**src/rtl/clock_freq_monitor.sv**
```systemverilog
`timescale 1ns / 1ps
// clock_freq_monitor
//   Measures the period of a slow monitored clock in sclk cycles. Declares lock after
//   LOCK_COUNT consecutive in-window periods. Flags a sticky fault when lock is lost
//   through a bad period or a timeout.
//
// Ports
//   sclk_i          system clock; all logic is on the rising edge
//   reset_i         synchronous active-high reset
//   mon_in_i        monitored clock, asynchronous to sclk_i
//   enable_i        measurement enable; low returns the FSM to idle
//   clear_fault_i   clears the sticky fault (a coincident fault event wins)
//   locked_o        period in window for LOCK_COUNT consecutive periods
//   fault_o         sticky; bad period or timeout while locked
//   period_o        last measured period, in sclk cycles
//   period_valid_o  one-cycle pulse when period_o updates
//   timeout_o       one-cycle pulse when no rising edge arrives within TIMEOUT_COUNT cycles
module clock_freq_monitor #(
  parameter int unsigned CNT_WIDTH     = 16,
  parameter int unsigned MIN_COUNT     = 90,
  parameter int unsigned MAX_COUNT     = 110,
  parameter int unsigned TIMEOUT_COUNT = 1023,
  parameter int unsigned LOCK_COUNT    = 4
) (
  input  logic                 sclk_i,
  input  logic                 reset_i,
  input  logic                 mon_in_i,
  input  logic                 enable_i,
  input  logic                 clear_fault_i,
  output logic                 locked_o,
  output logic                 fault_o,
  output logic [CNT_WIDTH-1:0] period_o,
  output logic                 period_valid_o,
  output logic                 timeout_o
);

  localparam logic [CNT_WIDTH-1:0] MinCnt     = CNT_WIDTH'(MIN_COUNT);
  localparam logic [CNT_WIDTH-1:0] MaxCnt     = CNT_WIDTH'(MAX_COUNT);
  localparam logic [CNT_WIDTH-1:0] TimeoutCnt = CNT_WIDTH'(TIMEOUT_COUNT);
  localparam logic [CNT_WIDTH-1:0] CntOne     = CNT_WIDTH'(1);
  localparam logic [3:0]           LockRun    = 4'(LOCK_COUNT);

  typedef enum logic [1:0] {StIdle, StArm, StMeasure, StLocked} state_e;

  state_e                 state_q;
  logic                   sync1_q, sync2_q, prev_q;
  logic [CNT_WIDTH-1:0]   cnt_q;
  logic [3:0]             good_run_q;
  logic                   locked_q, fault_q, period_valid_q, timeout_q;
  logic [CNT_WIDTH-1:0]   period_q;

  logic rise;
  logic good;
  logic [3:0] good_run_inc;

  assign rise         = sync2_q & ~prev_q;
  assign good         = (cnt_q >= MinCnt) && (cnt_q <= MaxCnt);
  assign good_run_inc = good_run_q + 4'd1;

  // Two-flop synchroniser followed by the edge-detect history flop.
  always_ff @(posedge sclk_i) begin
    if (reset_i) begin
      sync1_q <= 1'b0;
      sync2_q <= 1'b0;
      prev_q  <= 1'b0;
    end else begin
      sync1_q <= mon_in_i;
      sync2_q <= sync1_q;
      prev_q  <= sync2_q;
    end
  end

  always_ff @(posedge sclk_i) begin
    if (reset_i) begin
      state_q        <= StIdle;
      cnt_q          <= '0;
      good_run_q     <= '0;
      locked_q       <= 1'b0;
      fault_q        <= 1'b0;
      period_q       <= '0;
      period_valid_q <= 1'b0;
      timeout_q      <= 1'b0;
    end else begin
      period_valid_q <= 1'b0;
      timeout_q      <= 1'b0;
      // Fault-set assignments later in this block override the clear.
      if (clear_fault_i) begin
        fault_q <= 1'b0;
      end

      if (!enable_i) begin
        // Disable wins over any rise or timeout in the same cycle; fault and period hold.
        state_q    <= StIdle;
        locked_q   <= 1'b0;
        good_run_q <= '0;
        cnt_q      <= '0;
      end else begin
        if (state_q != StIdle) begin
          if (rise) begin
            cnt_q <= CntOne;
          end else if (cnt_q != TimeoutCnt) begin
            cnt_q <= cnt_q + CntOne;
          end
        end

        unique case (state_q)
          StIdle: begin
            state_q <= StArm;
            cnt_q   <= '0;
          end

          // First rise only starts the count; there is no previous edge to measure against.
          StArm: begin
            if (rise) begin
              state_q <= StMeasure;
            end
          end

          StMeasure: begin
            if (rise) begin
              period_q       <= cnt_q;
              period_valid_q <= 1'b1;
              if (good) begin
                good_run_q <= good_run_inc;
                if (good_run_inc == LockRun) begin
                  state_q  <= StLocked;
                  locked_q <= 1'b1;
                end
              end else begin
                good_run_q <= '0;
              end
            end else if (cnt_q == TimeoutCnt) begin
              timeout_q  <= 1'b1;
              good_run_q <= '0;
              locked_q   <= 1'b0;
              state_q    <= StArm;
            end
          end

          StLocked: begin
            if (rise) begin
              period_q       <= cnt_q;
              period_valid_q <= 1'b1;
              if (!good) begin
                locked_q   <= 1'b0;
                fault_q    <= 1'b1;
                good_run_q <= '0;
                state_q    <= StMeasure;
              end
            end else if (cnt_q == TimeoutCnt) begin
              timeout_q  <= 1'b1;
              locked_q   <= 1'b0;
              fault_q    <= 1'b1;
              good_run_q <= '0;
              state_q    <= StArm;
            end
          end

          default: begin
            state_q <= StIdle;
          end
        endcase
      end
    end
  end

  assign locked_o       = locked_q;
  assign fault_o        = fault_q;
  assign period_o       = period_q;
  assign period_valid_o = period_valid_q;
  assign timeout_o      = timeout_q;

endmodule
```
**config.mk**
```make
export PLATFORM = sky130hd
export DESIGN_NAME = clock_freq_monitor
export DESIGN_NICKNAME = d
export VERILOG_FILES = /design/src/rtl/clock_freq_monitor.sv
export SDC_FILE = /design/constraint.sdc
export NUM_CORES = 1
export LEC_CHECK = 0
export CAP_MARGIN = 20
export CORE_MARGIN = 5
export CORE_UTILIZATION = 51
export CTS_BUF_LIST = sky130_fd_sc_hd__clkbuf_8
export CTS_CLUSTER_DIAMETER = 150
export CTS_CLUSTER_SIZE = 24
export DETAILED_ROUTE_END_ITERATION = 6
export DONT_BUFFER_PORTS = 1
export PLACE_DENSITY = 0.66
export SETUP_SLACK_MARGIN = 0.3
export SLEW_MARGIN = 40
export SYNTH_ARGS = -nofsm -noshare
export SYNTH_HDL_FRONTEND = slang
export SYNTH_SLANG_ARGS = --single-unit
```
**constraint.sdc**
```tcl
create_clock -name sclk_i -period 2.55 [get_ports sclk_i]
set_input_delay 0.51 -clock sclk_i [delete_from_list [all_inputs] [get_ports sclk_i]]
set_output_delay 0.51 -clock sclk_i [all_outputs]
set_load 0.03 [all_outputs]
```
==> reports/metrics.csv <==
stage,metric,value,unit
power,p_int,0.00100,W
timing,finalCriticalPeriod,2.05,ns
yosys,synth_area_leaders,"dfxtp_1 (44%), nand2_1 (8.2%), a21oi_1 (5.4%)",
yosys,synth-seq-cells,45,
global_route,grt_overflow_total,0,
worst_setup_path,required,2.75,ns
cts,clock_latency,0.30,ns
cts,clock-sinks,45,
timing,skew,0.00974,ns
detailed_routing,drt-total-wl,4140,µm
yosys,synthFlopType,dfxtp_1,
layout,area_growth,6.46,%
detailed_routing,vias,1621,
cts,cts_buffers,5,
power,power_leakage,0.697,nW
detailed_routing,met1Wirelength,2030,µm
power,p_sw,0.000261,W
cts,cts_buffer_depth,2,
cts,htreeDepth,2,
place,place_congestion,0.753,
timing,setup_tns,0,ns
layout,antenna_cells,0,
floorplanning,fp.dieW,73.5,µm
yosys,ys_warn_count,0,
floorplanning,pin_count,25,
floorplanning,core_area,3940,µm²
floorplanning,die_h,73.5,µm
job,drv_cap,0,
cts,path_clk_slew,0.09,ns
timing,finalCritPeriodShare,80.3,%
cts,cts_root_buffer,clkbuf_8,
timing,slew_headroom,60.0,%
timing,hold_violations,0,
detailed_routing,highest_layer,met4,
power,p_per_area,579,nW/µm²
place,dpl.hpwl,2840,µm
floorplanning,dieArea,5400,µm²
power,ir_drop,273,µV
status,status,finished clean,
power,power_frac_clock,42.2,%
yosys,synth_top_area_cell,dfxtp_1,
worst_setup_path,worstReg2RegStart,cnt_q[1],
yosys,synth_commonest_cells,"dfxtp_1 (45), nand2_1 (45), a21oi_1 (22), nor2_1 (22)",
layout,drive_above_1_share,11.8,%
floorplanning,fp-row-count,23,
place,pre_cts_ws,0.527,ns
detailed_routing,wl_met2,1870,µm
floorplanning,start_util,52.1,%
timing,setup_ws,0.503,ns
yosys,synth_area_per_cell,8.56,µm²
detailed_routing,dr_wl_met3,178,µm
timing,fmax,489,MHz
cts,hold_buffers,0,
worst_setup_path,cp.arrival,2.24,ns
place,io_buffers,0,
layout,nNetsFinal,245,
yosys,synth_edf_count,0,
timing,rsz0062_at_grt,no,
yosys,synthCells,240,
global_route,antenna_found_initial,0,
hold_path,worst_hold_startpoint,reset_i,
yosys,synth_nets,248,
global_route,grt_usage,16.9,%
power,seqPwrFrac,56.1,%
detailed_routing,ant_nets,0,
worst_setup_path,cp_max_fo,8,
cts,cts_tree,built,
detailed_routing,wl_per_cell,14.4,µm
detailed_routing,drt_iter0_markers,87,
yosys,yosysSeqAreaShare,43.8,%
detailed_routing,drc,0,
global_route,grt_max_degree,23,
worst_setup_path,critical_path_class,reg2reg,
yosys,ys_types,48,
hold_path,hold_path_class,in2reg,
yosys,netlist_area,2050,µm²
worst_setup_path,cp-startpoint,cnt_q[1],
worst_setup_path,worstSetupStartpointType,flop,
detailed_routing,viasPerCell,5.63,
detailed_routing,drtPass1Iterations,4,
timing,slew_viol_final,0,
timing,tightest_slew,0.600,ns
global_route,grt_pass1_wl,7250,µm
yosys,async_flop_share,0,%
global_route,grt_pass1_vias,1593,
timing,setup_viol,0,
power,switching_share,20.6,%
power,comb_power_share,1.7,%
worst_setup_path,cp-end-kind,flop,
yosys,synth_top_area_share,43.8,%
==> power by group through the flow <==
stage | Combinational [W] | Clock (W) | Sequential [W]
floorplan | 0.0000256 | 0 | 0.000723
global placement | 0.0000214 | 0 | 0.000726
detailed placement | 0.0000217 | 0 | 0.000726
CTS | 0.0000218 | 0.000554 | 0.000710
global route | 0.0000245 | 0.000580 | 0.000711
finish | 0.0000214 | 0.000535 | 0.000710
==> cells in the final DEF, fill, tap and decap left out, types with 2 or more instances in the layout <==
master     Yosys  final
ha_1           3      3
a21boi_0       3      3
or2_2          3      3
inv_1          2      3
nand3b_1       3      3
nor2b_1        5      5
nor3_1         5      5
o21ai_0        7      7
buf_4          2      4
xor2_1         8      8
nand3_1        8      8
nor2_1        22     22
nand2_1       45     45
nand4_1        4      4
or3_1          5      5
o211ai_4       1      2
and3_1         2      2
clkbuf_8       0      5
a21oi_1       22     22
o21bai_1       2      2
a31o_2         3      3
dfxtp_1       45     45
nand2b_1       4      4
o2111ai_1      2      2
==> path summary, 6_finish.rpt <==
kind | end | slack [ns] | cells after the start
max reg2reg | good_run_q[1] | 0.50 | 6
max | good_run_q[1] | 0.50 | 6
min | period_o[1] | 0.27 | 1
min reg2reg | sync2_q | 0.45 | 1
==> cell families after synthesis <==
kind of cell,after synthesis,share of synthesized area (%)
compound gates,52,18.1
xor+xnor,9,3.84
fa+ha+maj,3,1.83
buf+inv,16,4.26
flops,45,43.8
simple gates,115,28.1
==> critical path, cell delays in order (launching register included) <==
cell and delay (ns):
dfxtp_1 0.46, ha_1 0.21, nand3_1 0.09, or2_0 0.43, o21ai_4 0.34, o211ai_4 0.13
a32o_2 0.29
==> repair_timing <==
action                     4_1_cts  5_1_grt
resized for setup                0        1
buffers inserted                 0        3
setup endpoints to repair        0        4
==> sequential cells by signal (all words and copies together), names as in the netlist <==
name,flops
cnt_q,16
period_o,16
good_run_q,4
state_q,2
fault_o,1
locked_o,1
period_valid_o,1
prev_q,1
sync1_q,1
sync2_q,1
timeout_o,1
==> layer usage <==
| metal | up-vias | global-route usage, % |
|---|---|---|
| met5 | - | 0 |
| met2 | 22 | 26.9 |
| met1 | 769 | 21.5 |
| li1 | 824 | - |
| met3 | 6 | 4.51 |
| met4 | 0 | 7.04 |
==> per-stage QoR <==
| stage | utilization (%) | hold slack, ns | cells | instance area (µm²) | total power (W) |
|---|---|---|---|---|---|
| 6_report | 55.5 | 0.267 | 288 | 2190 | 0.00127 |
| 5_1_grt | 55.5 | 0.246 | 288 | 2190 | 0.00132 |
| 4_1_cts | 54.7 | 0.254 | 285 | 2160 | 0.00129 |
| 3_5_place_dp | 51.9 | 0.443 | 277 | 2040 | 0.000748 |
| 3_3_place_gp | 51.9 | 0.435 | 277 | 2040 | 0.000748 |
| 2_1_floorplan | - | 0.414 | 240 | 2050 | 0.000749 |
==> cell type report <==
cell class,count,area [µm²]
timing repair buffer,4,30.0
fill,356,1760
clock buffer,5,68.8
inverter,2,7.51
clock inverter,3,42.5
sequential,45,901
tap,50,62.6
multi-input combinational,179,1070
(Power assumes the default switching activity.)
